## src/rtl/alu_result_stage.sv

```systemverilog
// ALU result register stage: NZCV derivation, status register, writeback handshake.
// Define ALU_RES_SKID_EN for a 2-entry skid buffer with a registered in_ready.
module alu_result_stage #(
    parameter int unsigned BITS  = 16,
    parameter int unsigned RA_W  = 3,
    parameter int unsigned CNT_W = 16
) (
    input  logic             clk,
    input  logic             rst_n,
    input  logic             flush,
    input  logic             in_valid,
    output logic             in_ready,
    input  logic [2:0]       in_sel,
    input  logic [BITS-1:0]  in_out,
    input  logic             in_cout,
    input  logic             in_statv,
    input  logic [RA_W-1:0]  in_rd,
    input  logic             in_setf,
    output logic             wb_valid,
    input  logic             wb_ready,
    output logic [RA_W-1:0]  wb_rd,
    output logic [BITS-1:0]  wb_data,
    output logic [3:0]       flags,
    output logic [CNT_W-1:0] retired
);

    logic             accept;
    logic             xfer;
    logic             sel_unused;
    logic [3:0]       flags_q, flags_d;
    logic [CNT_W-1:0] retired_q, retired_d;
    logic             main_v_q, main_v_d;
    logic [BITS-1:0]  main_data_q, main_data_d;
    logic [RA_W-1:0]  main_rd_q, main_rd_d;

    // Only Sel[2] (logic vs arithmetic) affects flag derivation.
    assign sel_unused = ^in_sel[1:0];

    assign accept = in_valid & in_ready & ~flush;
    assign xfer   = main_v_q & wb_ready;

    always_comb begin
        flags_d = flags_q;
        if (accept && in_setf) begin
            flags_d = {in_out[BITS-1], (in_out == '0),
                       ~in_sel[2] & in_cout, ~in_sel[2] & in_statv};
        end
    end

    assign retired_d = retired_q + {{(CNT_W-1){1'b0}}, xfer};

`ifdef ALU_RES_SKID_EN
    logic             skid_v_q, skid_v_d;
    logic [BITS-1:0]  skid_data_q, skid_data_d;
    logic [RA_W-1:0]  skid_rd_q, skid_rd_d;

    assign in_ready = ~skid_v_q;

    // Main register refills from the skid slot first to keep ordering;
    // the skid slot only fills while main is stalled.
    always_comb begin
        main_v_d    = main_v_q;
        main_data_d = main_data_q;
        main_rd_d   = main_rd_q;
        skid_v_d    = skid_v_q;
        skid_data_d = skid_data_q;
        skid_rd_d   = skid_rd_q;
        if (flush) begin
            main_v_d = 1'b0;
            skid_v_d = 1'b0;
        end else if (!main_v_q || xfer) begin
            if (skid_v_q) begin
                main_v_d    = 1'b1;
                main_data_d = skid_data_q;
                main_rd_d   = skid_rd_q;
                skid_v_d    = accept;
                if (accept) begin
                    skid_data_d = in_out;
                    skid_rd_d   = in_rd;
                end
            end else begin
                main_v_d = accept;
                if (accept) begin
                    main_data_d = in_out;
                    main_rd_d   = in_rd;
                end
            end
        end else if (accept) begin
            skid_v_d    = 1'b1;
            skid_data_d = in_out;
            skid_rd_d   = in_rd;
        end
    end

    always_ff @(posedge clk or negedge rst_n) begin
        if (!rst_n) begin
            skid_v_q    <= 1'b0;
            skid_data_q <= '0;
            skid_rd_q   <= '0;
        end else begin
            skid_v_q    <= skid_v_d;
            skid_data_q <= skid_data_d;
            skid_rd_q   <= skid_rd_d;
        end
    end
`else
    assign in_ready = ~main_v_q | wb_ready;

    always_comb begin
        main_v_d    = main_v_q;
        main_data_d = main_data_q;
        main_rd_d   = main_rd_q;
        if (flush) begin
            main_v_d = 1'b0;
        end else if (accept) begin
            main_v_d    = 1'b1;
            main_data_d = in_out;
            main_rd_d   = in_rd;
        end else if (xfer) begin
            main_v_d = 1'b0;
        end
    end
`endif

    always_ff @(posedge clk or negedge rst_n) begin
        if (!rst_n) begin
            main_v_q    <= 1'b0;
            main_data_q <= '0;
            main_rd_q   <= '0;
            flags_q     <= '0;
            retired_q   <= '0;
        end else begin
            main_v_q    <= main_v_d;
            main_data_q <= main_data_d;
            main_rd_q   <= main_rd_d;
            flags_q     <= flags_d;
            retired_q   <= retired_d;
        end
    end

    assign wb_valid = main_v_q;
    assign wb_data  = main_data_q;
    assign wb_rd    = main_rd_q;
    assign flags    = flags_q;
    assign retired  = retired_q;

endmodule

```

## config.mk

```make
export PLATFORM = sky130hd
export DESIGN_NAME = alu_result_stage
export DESIGN_NICKNAME = d
export VERILOG_FILES = /design/src/rtl/alu_result_stage.sv
export SDC_FILE = /design/constraint.sdc
export NUM_CORES = 1
export LEC_CHECK = 0
export BUFFER_PORTS_ARGS = -buffer_cell sky130_fd_sc_hd__buf_4
export CORE_MARGIN = 5
export CORE_UTILIZATION = 48
export DETAILED_ROUTE_END_ITERATION = 6
export GPL_TIMING_DRIVEN = 0
export PLACE_DENSITY = 0.79
export SYNTH_ARGS = -nofsm -noshare
export SYNTH_HDL_FRONTEND = slang
export SYNTH_SLANG_ARGS = --single-unit
export TNS_END_PERCENT = 100
```

## constraint.sdc

```tcl
create_clock -name clk -period 2 [get_ports clk]
set_input_delay 0.1 -clock clk [delete_from_list [all_inputs] [get_ports clk]]
set_output_delay 0.1 -clock clk [all_outputs]
set_load 0.03 [all_outputs]
```

**Yosys cells after proc, flatten, opt, wreduce, memory -nomap -nowiden**

Cells that the tools add are included.
W data, S select, Z words.

- Add/subtract/negate cells: 1
- Mux-type cells: 3
- Bitwise operators: 9
- Reductions and logical operators: 4

Operators by type and width:

| kind | count |
|---|---|
| $add A16 B1 Y16 | 1 |
| $logic_not A16 Y1 | 1 |
| $and A1 B1 Y1 | 5 |
| $mux W1 | 3 |
| $not A1 Y1 | 3 |
| $reduce_bool A3 Y1 | 1 |
| $reduce_and A2 Y1 | 1 |
| $logic_and A1 B1 Y1 | 1 |
| $or A1 B1 Y1 | 1 |

- Flip-flop bits (word level): 40
- Input port bits: 30
- Logic and storage cells: 22

**Depth between registers and ports, before layout**

Gate-level depths: netlist (run 1).

- Depth in word-level cells: 6
- Mapped depth: 6
- Mapped depth without buffers: 6

**Worst setup path after synthesis (run 1)**

No wires, ideal clock.

- Path type: reg2reg
- From: reg main_v_q, in the netlist wb_valid
- To: reg retired_q[10], in the netlist retired[10]
- Data arrival time: 1.666 ns
- Data required time: 1.919 ns
- Path slack: 0.253 ns
- Cell stages (with the launch flop): 7
- Path buffers: 0
- Cells stage by stage: dfrtp_1 -> and2_1 -> ha_1 -> ha_1 -> nand4_1 -> nor3_1 -> xor2_1

- Word-level cells in the longest chain between the ends: 2

Ends and longest elaborated chain:

| element | line | source |
|---|---|---|
| from (decl) | 32 | `logic main_v_q, main_v_d;` |
| from (signal assigned) | 133 | `main_v_q <= main_v_d;` |
| $and A1 B1 Y1 | 40 | `assign xfer = main_v_q & wb_ready;` |
| $add A16 B1 Y16 | 50 | `assign retired_d = retired_q + {{(CNT_W-1){1'b0}}, xfer};` |
| named net retired_d[10] | 31 | `logic [CNT_W-1:0] retired_q, retired_d;` |
| to (signal assigned) | 137 | `retired_q <= retired_d;` |
| to (decl) | 31 |  |

The timed path passes the listed nets, and every way through them passes these cells.
A chain may end at the register's enable or synchronous reset.

**Worst setup path after layout (run 1)**

Same ends and word-level chain as after synthesis.

==> metrics.yaml, run 1 <==
outcome:
  status: "complete, no violations"
power_and_ir_drop:
  p_sw_share_pct: 33.6
  share_comb_of_total_power_pct: 31.4
  seqPwrFrac_pct: 45.6
  power_density_nw_per_um2: 944
  power_mw: 2.32
  netSwitchingPower_mw: 0.778
  pwr-share-clk_pct: 22.9
  p_leak_nw: 1.26
  p_int_mw: 1.54
  ir_drop_uv: 661
grt:
  grt_use_total_pct: 16.3
  grt_max_degree: 41
  antenna_found_initial: 0
  grt_pass1_wl_um: 6400
  grt_overflow: 0
  grt_pass1_vias: 1299
timing:
  layout_worst_path_cycle_share_pct: 88.2
  rsz0062_at_grt: "no"
  max_slew_margin_pct: 67.0
  clock.fmax_mhz: 567
  finalSetupViolCount: 0
  hold_viol: 0
  finalSetupTns_ns: 0
  final_max_slew_viol_count: 0
  worst_pin_slew_ns: 0.495
  finalCriticalPeriod_ns: 1.76
  whs_ns: 0.0541
  fin_worst_skew_ns: 0.00226
place:
  gp_congestion: 0.809
  placed_cells_incl_taps: 240
  placed_cell_area_um2: 2340
  dp_hpwl_um: 2960
  io_buffers: 68
routing:
  antenna_left: 0
  drt-vias-per-instance: 4.94
  vias: 1234
  dr.first_iter.drc_count: 29
  drt-wirelength-per-cell_um: 15.2
  dr.pass1.iters: 4
  wirelength_um: 3800
  drc: 0
synthesis:
  synth-seq-cells: 40
  synth_area_leaders: "dfrtp_1 (56%), mux2_4 (8.5%), mux2_2 (7.6%)"
  synth_area_leader_cell: "dfrtp_1"
  yosysWarnings: 0
  synth_area_um2: 1770
  postSynthCellCount: 124
  synth_top_area_share_pct: 56.5
  avgSynthCellArea_um2: 14.3
  yosysUniqueCellTypes: 25
  ys_seq_area_share_pct: 56.5
  synth_nets: 157
floorplan:
  rows: 22
  die_width_um: 70.8
  coreArea_um2: 3610
  initial_core_util_pct: 49.1
  die-area_um2: 5010
  die_y_um: 70.8
  ios: 71
clocking:
  clock_path_buffers: 2
  htree_levels: 2
  clockRootBuffer: "clkbuf_8"
  clk_latency_ns: 0.28
  cts_setup_buffers: 0
  clk_pin_slew_worst_paths_ns: 0.07
  cts_made_buffers: 5
  post_cts_resized: 0
  cts_tree: "yes"
  ctsHoldBuffers: 2
  cts.sinks: 40
final_layout:
  diodes: 0
  nNetsFinal: 234
  layout-drive-gt1-share_pct: 52.0
  final_cells: 250
  syn2layout_area_growth_pct: 38.4
  fin_area_um2: 2450
setup_path:
  path_max_fanout: 5
  crit_required_ns: 2.21
  end_kind: "flip-flop"
  crit_path_start: "wb_valid$_DFFE_PN0P_"
  start_kind: "flip-flop"
  r2r-start: "wb_valid$_DFFE_PN0P_"
  arrival_ns: 1.97
  critPathKind: "flip-flop to flip-flop"
min_path:
  hold_class: "input port to flip-flop"
  hold_start: "in_out[8]"
run:
  cap_violations: 0
## synth_stat cells
| master | instances |
|---|---|
| a21oi_1 | 1 |
| and2_1 | 1 |
| buf_12 | 1 |
| buf_6 | 1 |
| dfrtp_1 | 40 |
| ha_1 | 3 |
| inv_1 | 6 |
| mux2_2 | 12 |
| mux2_4 | 10 |
| mux2i_1 | 1 |
| nand2_1 | 2 |
| nand2b_4 | 1 |
| nand3_1 | 5 |
| nand3b_4 | 1 |
| nand4_1 | 5 |
| nand4_2 | 1 |
| nand4_4 | 1 |
| nand4b_1 | 1 |
| nor2_1 | 4 |
| nor2b_1 | 2 |
| nor3_1 | 4 |
| nor4_1 | 4 |
| nor4_2 | 3 |
| xnor2_1 | 5 |
| xor2_1 | 9 |
## worst paths after layout
| kind | endpoint | slack [ns] | cells after the start |
|---|---|---|---|
| worst max register to register | retired[10]$_DFF_PN0_ | 0.24 | 6 |
| worst min-delay path | wb_data[8]$_DFFE_PN0P_ | 0.05 | 2 |
| worst max-delay path | retired[10]$_DFF_PN0_ | 0.24 | 6 |
| max in group asynchronous | wb_rd[1]$_DFFE_PN0P_ | 1.33 | 2 |
| min in group asynchronous | retired[3]$_DFF_PN0_ | 0.32 | 2 |
| worst min register to register | retired[15]$_DFF_PN0_ | 0.47 | 1 |
## layout make-up
cell class / count / area (um2)
Multi-Input combinational cell: 76 / 717
Buffer: 2 / 31.3
Clock buffer: 8 / 90.1
Tap cell: 48 / 60.1
Inverter: 6 / 22.5
Fill cell: 283 / 1150
Sequential cell: 40 / 1000
Timing Repair Buffer: 70 / 531
## registers in the layout, summed over array words and instances (netlist names)
name,count
retired,16
wb_data,16
flags,4
wb_rd,3
wb_valid,1
## worst max-delay path, stage by stage, from the launching register on
cell     delay [ns]
dfrtp_1        0.41
and2_1         0.17
ha_1           0.21
ha_1           0.23
nand4_1        0.26
nor3_1         0.25
xor2_1         0.17
## stage by stage
step	setup WS [ns]	util, %
6_report	0.236	68.0
5_1_grt	0.0386	68.0
4_1_cts	0.224	68.0
3_5_place_dp	0.239	65.0
3_3_place_gp	0.293	65.0
2_1_floorplan	0.253	-
## layer usage
layer | GRT usage, % | part of all wire [%] | wire length (um) | up-vias
li1 | - | - | - | 592
met1 | 18.8 | 38 | 1430 | 602
met2 | 28.1 | 54 | 2040 | 35
met3 | 5.97 | 7.2 | 275 | 5
met4 | 5.01 | 1.3 | 49 | 0
met5 | 0 | 0 | 0 | -
## power groups by stage
stage / clock (mW) / combinational [mW] / sequential (mW)
after global routing: 0.587 / 0.767 / 1.08
after global placement: 0 / 0.719 / 1.06
after CTS: 0.553 / 0.739 / 1.06
after detailed placement: 0 / 0.735 / 1.07
after floorplan: 0 / 0.162 / 1.31
final: 0.531 / 0.728 / 1.06
## logic make-up (layout without fill, tap and decap cells)
group / Yosys count / count (layout) / synth area share (%)
buffers and inverters: 8 / 86 / 3.04
multiplexers: 23 / 23 / 16.7
AO/OA/AOI/OAI: 1 / 1 / 0.282
adder cells (fa/ha/maj): 3 / 3 / 2.12
AND/OR/NAND/NOR: 35 / 35 / 14.5
flip-flops: 40 / 40 / 56.5
XOR/XNOR: 14 / 14 / 6.92
## cell usage in the layout, fill, tap and decap left out
cell type and instances:
buf_12 1, nor3_1 4, inv_1 6, xnor2_1 5, nor2_1 4, ha_1 3
nor2b_1 2, buf_6 1, buf_4 68, nand4b_1 1, xor2_1 9, clkbuf_8 6
nor4_2 3, nand4_2 1, nand3_1 5, nand3b_4 1, a21oi_1 1, mux2_4 10
nor4_1 4, nand2_1 2, dlygate4sd3_1 2, dfrtp_1 40, and2_1 1, nand2b_4 1
nand4_1 5, mux2_2 12, mux2i_1 1, clkbuf_1 2, nand4_4 1
Note: power is estimated with default switching activity, not from simulation.
==> inputs of run 2 (changes only) <==
--- a/config.mk
+++ b/config.mk
@@ -6,11 +6,13 @@
 export NUM_CORES = 1
 export LEC_CHECK = 0
 export BUFFER_PORTS_ARGS = -buffer_cell sky130_fd_sc_hd__buf_4
+export CELL_PAD_IN_SITES_DETAIL_PLACEMENT = 1
+export CELL_PAD_IN_SITES_GLOBAL_PLACEMENT = 2
 export CORE_MARGIN = 5
-export CORE_UTILIZATION = 48
+export CORE_UTILIZATION = 30
 export DETAILED_ROUTE_END_ITERATION = 6
 export GPL_TIMING_DRIVEN = 0
-export PLACE_DENSITY = 0.79
+export PLACE_DENSITY_LB_ADDON = 0.1
 export SYNTH_ARGS = -nofsm -noshare
 export SYNTH_HDL_FRONTEND = slang
 export SYNTH_SLANG_ARGS = --single-unit
==> metrics.yaml, run 2 (same netlist as run 1, synthesis figures left out) <==
timing:
  finalSetupTns_ns: 0
  hold_viol: 0
  final_max_slew_viol_count: 0
  fin_worst_skew_ns: 0.00617
  clock.fmax_mhz: 554
  max_slew_margin_pct: 65.2
  worst_pin_slew_ns: 0.523
  layout_worst_path_cycle_share_pct: 90.2
  finalSetupViolCount: 0
  finalCriticalPeriod_ns: 1.80
  rsz0062_at_grt: "no"
min_path:
  min_path_cells: 2
  hold_class: "input port to flip-flop"
power_and_ir_drop:
  power_density_nw_per_um2: 987
  ir_drop_uv: 515
  p_leak_nw: 1.27
routing:
  dr.first_iter.drc_count: 24
  drc: 0
  antenna_left: 0
  dr.pass1.iters: 2
  wirelength_um: 4290
  vias: 1254
  drt-wirelength-per-cell_um: 15.5
  drt-vias-per-instance: 4.53
clocking:
  cts_made_buffers: 5
  clock_path_buffers: 2
  clk_pin_slew_worst_paths_ns: 0.08
  cts_tree: "yes"
  clk_latency_ns: 0.28
  clockRootBuffer: "clkbuf_8"
  cts_setup_buffers: 0
  htree_levels: 2
  cts.sinks: 40
setup_path:
  end_kind: "flip-flop"
  arrival_ns: 2.01
  critPathKind: "flip-flop to flip-flop"
  rrSetupSlack_ns: 0.20
  crit_path_frequent_cell: "ha_1"
  rr_endpoint: "retired[14]$_DFF_PN0_"
  slowest_stage: "dfrtp_1"
  r2r-start: "wb_valid$_DFFE_PN0P_"
  cpPeakStageDelay_ns: 0.41
  endpoint: "retired[14]$_DFF_PN0_"
  path_max_fanout: 5
  cp_cell_sequence: "and2_1 -> ha_1 -> ha_1 -> nand4_1 -> nor4_2 -> xor2_1"
  crit_path_start: "wb_valid$_DFFE_PN0P_"
  r2r_cells: 6
  start_kind: "flip-flop"
  crit_required_ns: 2.21
final_layout:
  layout_commonest_cell: "buf_4"
  layout-drive-gt1-share_pct: 53.0
  fillCellCount: 632
  diodes: 0
  final_cell_mix: "buf_4 (68), dfrtp_1 (40), mux2_2 (12), mux2_4 (10), xor2_1 (9)"
  final_core_util_pct: 43.4
  nNetsFinal: 234
  syn2layout_area_growth_pct: 42.4
floorplan:
  initial_core_util_pct: 30.5
  die_width_um: 86.9
  coreArea_um2: 5820
  ios: 71
  die-area_um2: 7540
  rows: 28
  die_y_um: 86.9
grt:
  antenna_found_initial: 0
  grt_pass1_vias: 1420
  grt_overflow: 0
  grt_pass1_wl_um: 7000
  grt_max_degree: 41
  grt_use_total_pct: 12.1
place:
  io_buffers: 68
  gp_congestion: 0.745
  dp_hpwl_um: 3380
outcome:
  status: "complete, no violations"
run:
  cap_violations: 0
## run 2: worst max-delay path: cells and delay by family, from the launching register on
kind	cells	cell delay, ns
AND/OR/NAND/NOR	3	0.71
XOR/XNOR	1	0.18
adder cells (fa/ha/maj)	2	0.44
flip-flops	1	0.41
## run 2: timing repair
item,4_1_cts,5_1_grt
setup endpoints to repair,0,0
gates resized for setup,0,0
hold buffers,2,0
hold endpoints to repair,41,0
## run 2: per-stage QoR
step | worst slack, ns | total power, mW | hold slack, ns | std cells | area (um2)
6_report | 0.197 | 2.49 | 0.0502 | 277 | 2520
4_1_cts | 0.137 | 2.54 | 0.0351 | 277 | 2520
5_1_grt | 0.0684 | 2.62 | 0.0315 | 277 | 2520
3_3_place_gp | 0.228 | 1.79 | 0.110 | 267 | 2380
3_5_place_dp | 0.168 | 1.81 | 0.111 | 267 | 2380
2_1_floorplan | 0.253 | 1.48 | -0.196 | 124 | 1770
## run 2: how the worst min path moves through the flow
| stage | from | end | slack, ns |
|---|---|---|---|
| 2_1_floorplan | rst_n | flags[0]$_DFFE_PN0P_ | -0.20 |
| 3_3_place_gp | rst_n | retired[2]$_DFF_PN0_ | 0.11 |
| 3_5_place_dp | rst_n | retired[2]$_DFF_PN0_ | 0.11 |
| 4_1_cts | in_rd[2] | wb_rd[2]$_DFFE_PN0P_ | 0.04 |
| 5_1_grt | in_rd[0] | wb_rd[0]$_DFFE_PN0P_ | 0.03 |
| 6_report | in_rd[2] | wb_rd[2]$_DFFE_PN0P_ | 0.05 |
## run 2: per-layer routing
layer / vias up / wire length (um) / track usage, %
met1: 621 / 1570 / 13.4
met2: 41 / 2320 / 21.3
met4: 0 / 25 / 3.40
li1: 590 / - / -
met3: 2 / 374 / 5.01
met5: - / 0 / 0
## run 2: power breakdown
group / internal [mW] / switching, mW
registers: 0.937 / 0.124
clock network: 0.440 / 0.266
logic: 0.318 / 0.406
total: 1.69 / 0.795
## run 2: cell type report
| cell class | instances | area [um2] | area share (%) |
|---|---|---|---|
| multi-input combinational | 76 | 717 | 28.4 |
| clock inverter | 1 | 30.0 | 1.19 |
| clock buffer | 7 | 96.3 | 3.82 |
| buffer | 2 | 31.3 | 1.24 |
| tap | 75 | 93.8 | 3.72 |
| sequential | 40 | 1000 | 39.7 |
| inverter | 6 | 22.5 | 0.893 |
| timing repair buffer | 70 | 531 | 21.0 |
